**src/rtl/seq_frame_serializer_if.sv**
```systemverilog
// Frame handshake and serial output bundle for seq_frame_serializer.
// The serializer uses the slave side of the bundle; the feeder or bench uses the master side.
interface seq_frame_serializer_if #(
  parameter int FRAME_W = 6,
  parameter int DEPTH   = 4
);
  localparam int CNT_W = $clog2(DEPTH) + 1;

  logic               in_valid;
  logic [FRAME_W-1:0] in_data;
  logic               in_ready;
  logic               data;
  logic               data_valid;
  logic               frame_start;
  logic [CNT_W-1:0]   fifo_count;

  modport master (
    output in_valid, in_data,
    input  in_ready, data, data_valid, frame_start, fifo_count
  );

  modport slave (
    input  in_valid, in_data,
    output in_ready, data, data_valid, frame_start, fifo_count
  );
endinterface

```
**src/rtl/seq_frame_serializer.sv**
```systemverilog
// Buffers parallel frames in a small FIFO and shifts them out MSB-first, one bit per clock,
// with no idle bits between queued frames.
module seq_frame_serializer #(
  parameter int   FRAME_W  = 6,
  parameter int   DEPTH    = 4,
  parameter logic IDLE_BIT = 1'b1
) (
  input  logic                 clk,
  input  logic                 rst,
  seq_frame_serializer_if.slave bus
);
  localparam int PTR_W = $clog2(DEPTH);
  localparam int CNT_W = PTR_W + 1;
  localparam int BC_W  = (FRAME_W > 1) ? $clog2(FRAME_W) : 1;

  typedef enum logic {S_IDLE, S_SHIFT} state_t;

  logic [FRAME_W-1:0] mem [DEPTH];
  logic [PTR_W-1:0]   wr_ptr;
  logic [PTR_W-1:0]   rd_ptr;
  logic [CNT_W-1:0]   count;
  state_t             state;
  logic [BC_W-1:0]    bit_cnt;
  logic [FRAME_W-1:0] shreg;
  logic               data_q;
  logic               data_valid_q;
  logic               frame_start_q;

  logic               full;
  logic               empty;
  logic               push;
  logic               pop;
  logic               last_bit;
  logic [FRAME_W-1:0] head;

  assign full     = (count == CNT_W'(DEPTH));
  assign empty    = (count == '0);
  assign push     = bus.in_valid && !full;
  assign last_bit = (state == S_SHIFT) && (bit_cnt == BC_W'(FRAME_W - 1));
  // Popping on the last bit of the current frame lets the next frame follow with no gap.
  assign pop      = !empty && ((state == S_IDLE) || last_bit);
  assign head     = mem[rd_ptr];

  // FIFO storage
  always_ff @(posedge clk) begin
    if (push) mem[wr_ptr] <= bus.in_data;
  end

  always_ff @(posedge clk or posedge rst) begin
    if (rst) begin
      wr_ptr <= '0;
      rd_ptr <= '0;
      count  <= '0;
    end else begin
      if (push) wr_ptr <= wr_ptr + 1'b1;
      if (pop)  rd_ptr <= rd_ptr + 1'b1;
      case ({push, pop})
        2'b10:   count <= count + 1'b1;
        2'b01:   count <= count - 1'b1;
        default: count <= count;
      endcase
    end
  end

  // Shift register: holds the not-yet-transmitted bits of the frame in flight
  always_ff @(posedge clk) begin
    if (pop) begin
      shreg <= {head[FRAME_W-2:0], 1'b0};
    end else if (state == S_SHIFT) begin
      shreg <= {shreg[FRAME_W-2:0], 1'b0};
    end
  end

  // Shifter control and registered serial outputs
  always_ff @(posedge clk or posedge rst) begin
    if (rst) begin
      state         <= S_IDLE;
      bit_cnt       <= '0;
      data_q        <= IDLE_BIT;
      data_valid_q  <= 1'b0;
      frame_start_q <= 1'b0;
    end else if (pop) begin
      state         <= S_SHIFT;
      bit_cnt       <= '0;
      data_q        <= head[FRAME_W-1];
      data_valid_q  <= 1'b1;
      frame_start_q <= 1'b1;
    end else if (state == S_SHIFT) begin
      if (last_bit) begin
        state         <= S_IDLE;
        bit_cnt       <= '0;
        data_q        <= IDLE_BIT;
        data_valid_q  <= 1'b0;
        frame_start_q <= 1'b0;
      end else begin
        bit_cnt       <= bit_cnt + 1'b1;
        data_q        <= shreg[FRAME_W-1];
        frame_start_q <= 1'b0;
      end
    end
  end

  assign bus.in_ready    = !full;
  assign bus.data        = data_q;
  assign bus.data_valid  = data_valid_q;
  assign bus.frame_start = frame_start_q;
  assign bus.fifo_count  = count;
endmodule

```
**src/flat_wrapper.sv**
```systemverilog
// flat-port wrapper written by rule: the top's interface ports become plain ports
module seq_frame_serializer_flat 
#(
  parameter int   FRAME_W  = 6,
  parameter int   DEPTH    = 4,
  parameter logic IDLE_BIT = 1'b1
)
  (clk, rst, bus_in_valid, bus_in_data, bus_in_ready, bus_data, bus_data_valid, bus_frame_start, bus_fifo_count);
  seq_frame_serializer_if #(.FRAME_W(FRAME_W), .DEPTH(DEPTH)) bus_i ();
  input  logic clk;
  input  logic rst;
  input wire logic [$bits(bus_i.in_valid)-1:0] bus_in_valid;
  input wire logic [$bits(bus_i.in_data)-1:0] bus_in_data;
  output wire logic [$bits(bus_i.in_ready)-1:0] bus_in_ready;
  output wire logic [$bits(bus_i.data)-1:0] bus_data;
  output wire logic [$bits(bus_i.data_valid)-1:0] bus_data_valid;
  output wire logic [$bits(bus_i.frame_start)-1:0] bus_frame_start;
  output wire logic [$bits(bus_i.fifo_count)-1:0] bus_fifo_count;
  assign bus_i.in_valid = bus_in_valid;
  assign bus_i.in_data = bus_in_data;
  assign bus_in_ready = bus_i.in_ready;
  assign bus_data = bus_i.data;
  assign bus_data_valid = bus_i.data_valid;
  assign bus_frame_start = bus_i.frame_start;
  assign bus_fifo_count = bus_i.fifo_count;
  seq_frame_serializer #(.FRAME_W(FRAME_W), .DEPTH(DEPTH), .IDLE_BIT(IDLE_BIT)) u_core (.clk(clk), .rst(rst), .bus(bus_i));
endmodule
```
**config.mk**
```make
export PLATFORM = sky130hd
export DESIGN_NAME = seq_frame_serializer_flat
export DESIGN_NICKNAME = d
export VERILOG_FILES = /design/src/rtl/seq_frame_serializer_if.sv /design/src/rtl/seq_frame_serializer.sv /design/src/flat_wrapper.sv
export SDC_FILE = /design/constraint.sdc
export NUM_CORES = 1
export LEC_CHECK = 0
export CAP_MARGIN = 0
export CORE_ASPECT_RATIO = 1.5
export CORE_UTILIZATION = 50
export DETAILED_ROUTE_END_ITERATION = 10
export PLACE_DENSITY = 0.73
export SETUP_SLACK_MARGIN = 0.1
export SYNTH_ARGS = -nofsm -noshare
export SYNTH_HDL_FRONTEND = slang
export SYNTH_SLANG_ARGS = --single-unit
```
**constraint.sdc**
```tcl
create_clock -name clk -period 2.1 [get_ports clk]
set_input_delay 0.525 -clock clk [delete_from_list [all_inputs] [get_ports clk]]
set_output_delay 0.525 -clock clk [all_outputs]
set_load 0.02 [all_outputs]
```
==> results_dict.tcl <==
set metrics [dict create \
    start_util 0.527 \
    placed_cell_area_um2 2070 \
    crit_type "input pin to flip-flop" \
    drc_errors 0 \
    synth_cells 106 \
    status "completed" \
    fin_nets 158 \
    first_pass_iters 4 \
    avgSynthCellArea_um2 17.0 \
    htree_num_levels 2 \
    grt_start_max_net_pins 15 \
    grt.overflow.total 0 \
    area_growth_pct 23.8 \
    clk_latency_ns 0.29 \
    antennaDiodeCount 0 \
    cts.sinks 43 \
    arrival_ns 2.20 \
    synth_top_cell_by_area "edfxtp_1" \
    rows 26 \
    layout-drive-gt1-share 0.387 \
    ys_seq_area_frac 0.679 \
    synth_top_area_share 0.484 \
    core_um2 3420 \
    critical_path.cell_chain "clkdlybuf4s50_1 > and2_4 > inv_4 > ha_4 > fa_2 > xnor2_2 > nor2_1 > xor2_1" \
    stdcell_count 184 \
    startpoint "bus_in_valid" \
    cellPowerDensity_nw_per_um2 1380 \
    timing.final.crit_period_ns 1.99 \
    fmax_mhz 502 \
    grt_pass1_wl_um 4660 \
    io_pins 16 \
    rr_startpoint "u_core.bus.fifo_count[0]" \
    fin_setup_tns_ns 0 \
    final_cell_mix "edfxtp_1, buf_4, clkdlybuf4s50_1" \
    port_buffers 15 \
    grtUsageTotal 0.174 \
    hold_viol 0 \
    min-delay-start "u_core.bus.frame_start" \
    cts_buffers 5 \
    ant_nets 0 \
    hpwlAfterDp_um 2130 \
    clock_tree.buffer_depth 2 \
    crit_path_max_fanout 2 \
    max_stage_delay_ns 0.49 \
    ir_drop_uv 742 \
    path_clk_slew_ns 0.08 \
    syn_nets 123 \
    synth_seq_cells 43 \
    slowest_stage "clkdlybuf4s50_1" \
    finalClockSkew_ns 0.00305 \
    crit_path_end_kind "flip-flop" \
    finalCritPeriodShare 0.948 \
    tightest_slew_ns 0.545 \
    grt_pass1_vias 969 \
    antenna_found_initial 0 \
    slew_violations 0 \
    wl_per_cell_um 16.2 \
    critPathRequiredTime_ns 2.31 \
    die_w_um 51.0 \
    postLayoutCellArea_um2 2230 \
    hp-class "flip-flop to flip-flop" \
    setup_viol_count_final 0 \
    root_buffer "clkbuf_8" \
    final_common_cell "edfxtp_1" \
    maxCapViolations 0 \
    yosysWarningCount 0 \
    dieArea_um2 3850 \
    start_kind "input pin" \
    max_slew_margin 0.636 \
    via_count 964 \
    synth_cell_type_count 30 \
    gp_congestion 0.721 \
    wirelength_um 2980 \
    place_inst 169 \
    power.leakage_nw 0.877 \
    final_core_util 0.653 \
    routed_via_density 5.24 \
    synth_area_um2 1800 \
    chipHeight_um 75.5 \
    drt_iter0_markers 22 \
    rsz0062_at_grt "false" \
    holdWs_ns 0.497 \
    ys_top_cells_by_area "edfxtp_1, dfrtp_1, mux4_2" \
    cts_tree "built" \
]
timing repair:
action | 4_1_cts | 5_1_grt
gates resized for setup | 4 | 2
hold buffers | 0 | 0
buffers inserted | 6 | 1
pin swaps | 3 | 1
endpoints found under the setup margin | 3 | 3
registers in the layout, summed over array words and instances (netlist names), 2 cells and up:
name and cells:
u_core.mem 24, u_core.rd_ptr 2, u_core.bus.fifo_count 3, u_core.bit_cnt 3, u_core.wr_ptr 2, u_core.shreg 5
cell usage after synthesis (all sizes together):
library cell  count
o21ai             5
nor3b             1
ha                7
a21bo             1
mux4              6
nand2             3
and3              5
buf               1
edfxtp           29
fa                1
or3               1
nor4              1
nor2              3
inv               6
o22ai             2
dfstp             1
a21o              1
nor3              2
and2              1
a21boi            1
xor2              2
clkbuf            1
nand3             1
dfrtp            13
mux2              6
xnor2             4
or3b              1
critical path, delay by kind of cell:
family                     cells  cell delay [ns]
adders and majority gates      2             0.51
buffers and inverters          2             0.52
and+or+nand+nor                2             0.33
xor gates and xnor gates       2             0.32
final timing paths:
kind                                             to  slack [ns]  cells past startpoint
min in group asynchronous         u_core.bit_cnt[2]        0.57                      2
min                          u_core.bus.frame_start        0.50                      1
max reg2reg                u_core.bus.fifo_count[1]        0.14                      6
max                        u_core.bus.fifo_count[2]        0.11                      8
min reg2reg                  u_core.bus.frame_start        0.50                      1
max in group asynchronous  u_core.bus.fifo_count[0]        1.13                      2
routing by layer:
metal / share of wire / wire, µm / global-route usage
met5: 0 / 0 / 0
met2: 0.55 / 1640 / 0.306
met3: 0.028 / 83 / 0.0359
met1: 0.40 / 1200 / 0.198
met4: 0.021 / 63 / 0.0926
logic make-up (layout without fill, tap and decap cells):
family                   after synthesis  in the layout  synth area share
flip-flops                            43             43             0.679
XOR/XNOR                               6              6            0.0292
multiplexers                          12             12             0.115
AND/OR/NAND/NOR                       19             19            0.0653
buffers and inverters                  8             44            0.0174
AO/OA/AOI/OAI                         10             10            0.0347
adder cells (fa/ha/maj)                8              8            0.0598
cell type report:
cell class	count	area, µm²
clock buffers	5	68.8
flip-flops and latches	43	1230
clock inverters	3	15.0
multi-input cells	55	581
fillers	246	1190
inverters	6	25.0
repair buffers	30	262
well taps	42	52.6
through the flow:
stage               total power [mW]  setup slack (ns)
floorplan                       2.08           0.00516
global placement                2.39            -0.103
detailed placement              2.48            -0.213
finish                          3.07             0.110
global route                    3.24            0.0767
CTS                             3.06             0.112
power breakdown:
group,internal (mW),switching [mW]
Combinational,0.678,0.526
Sequential,1.19,0.179
Clock,0.227,0.266
Note: power is estimated with default switching activity, not from simulation.
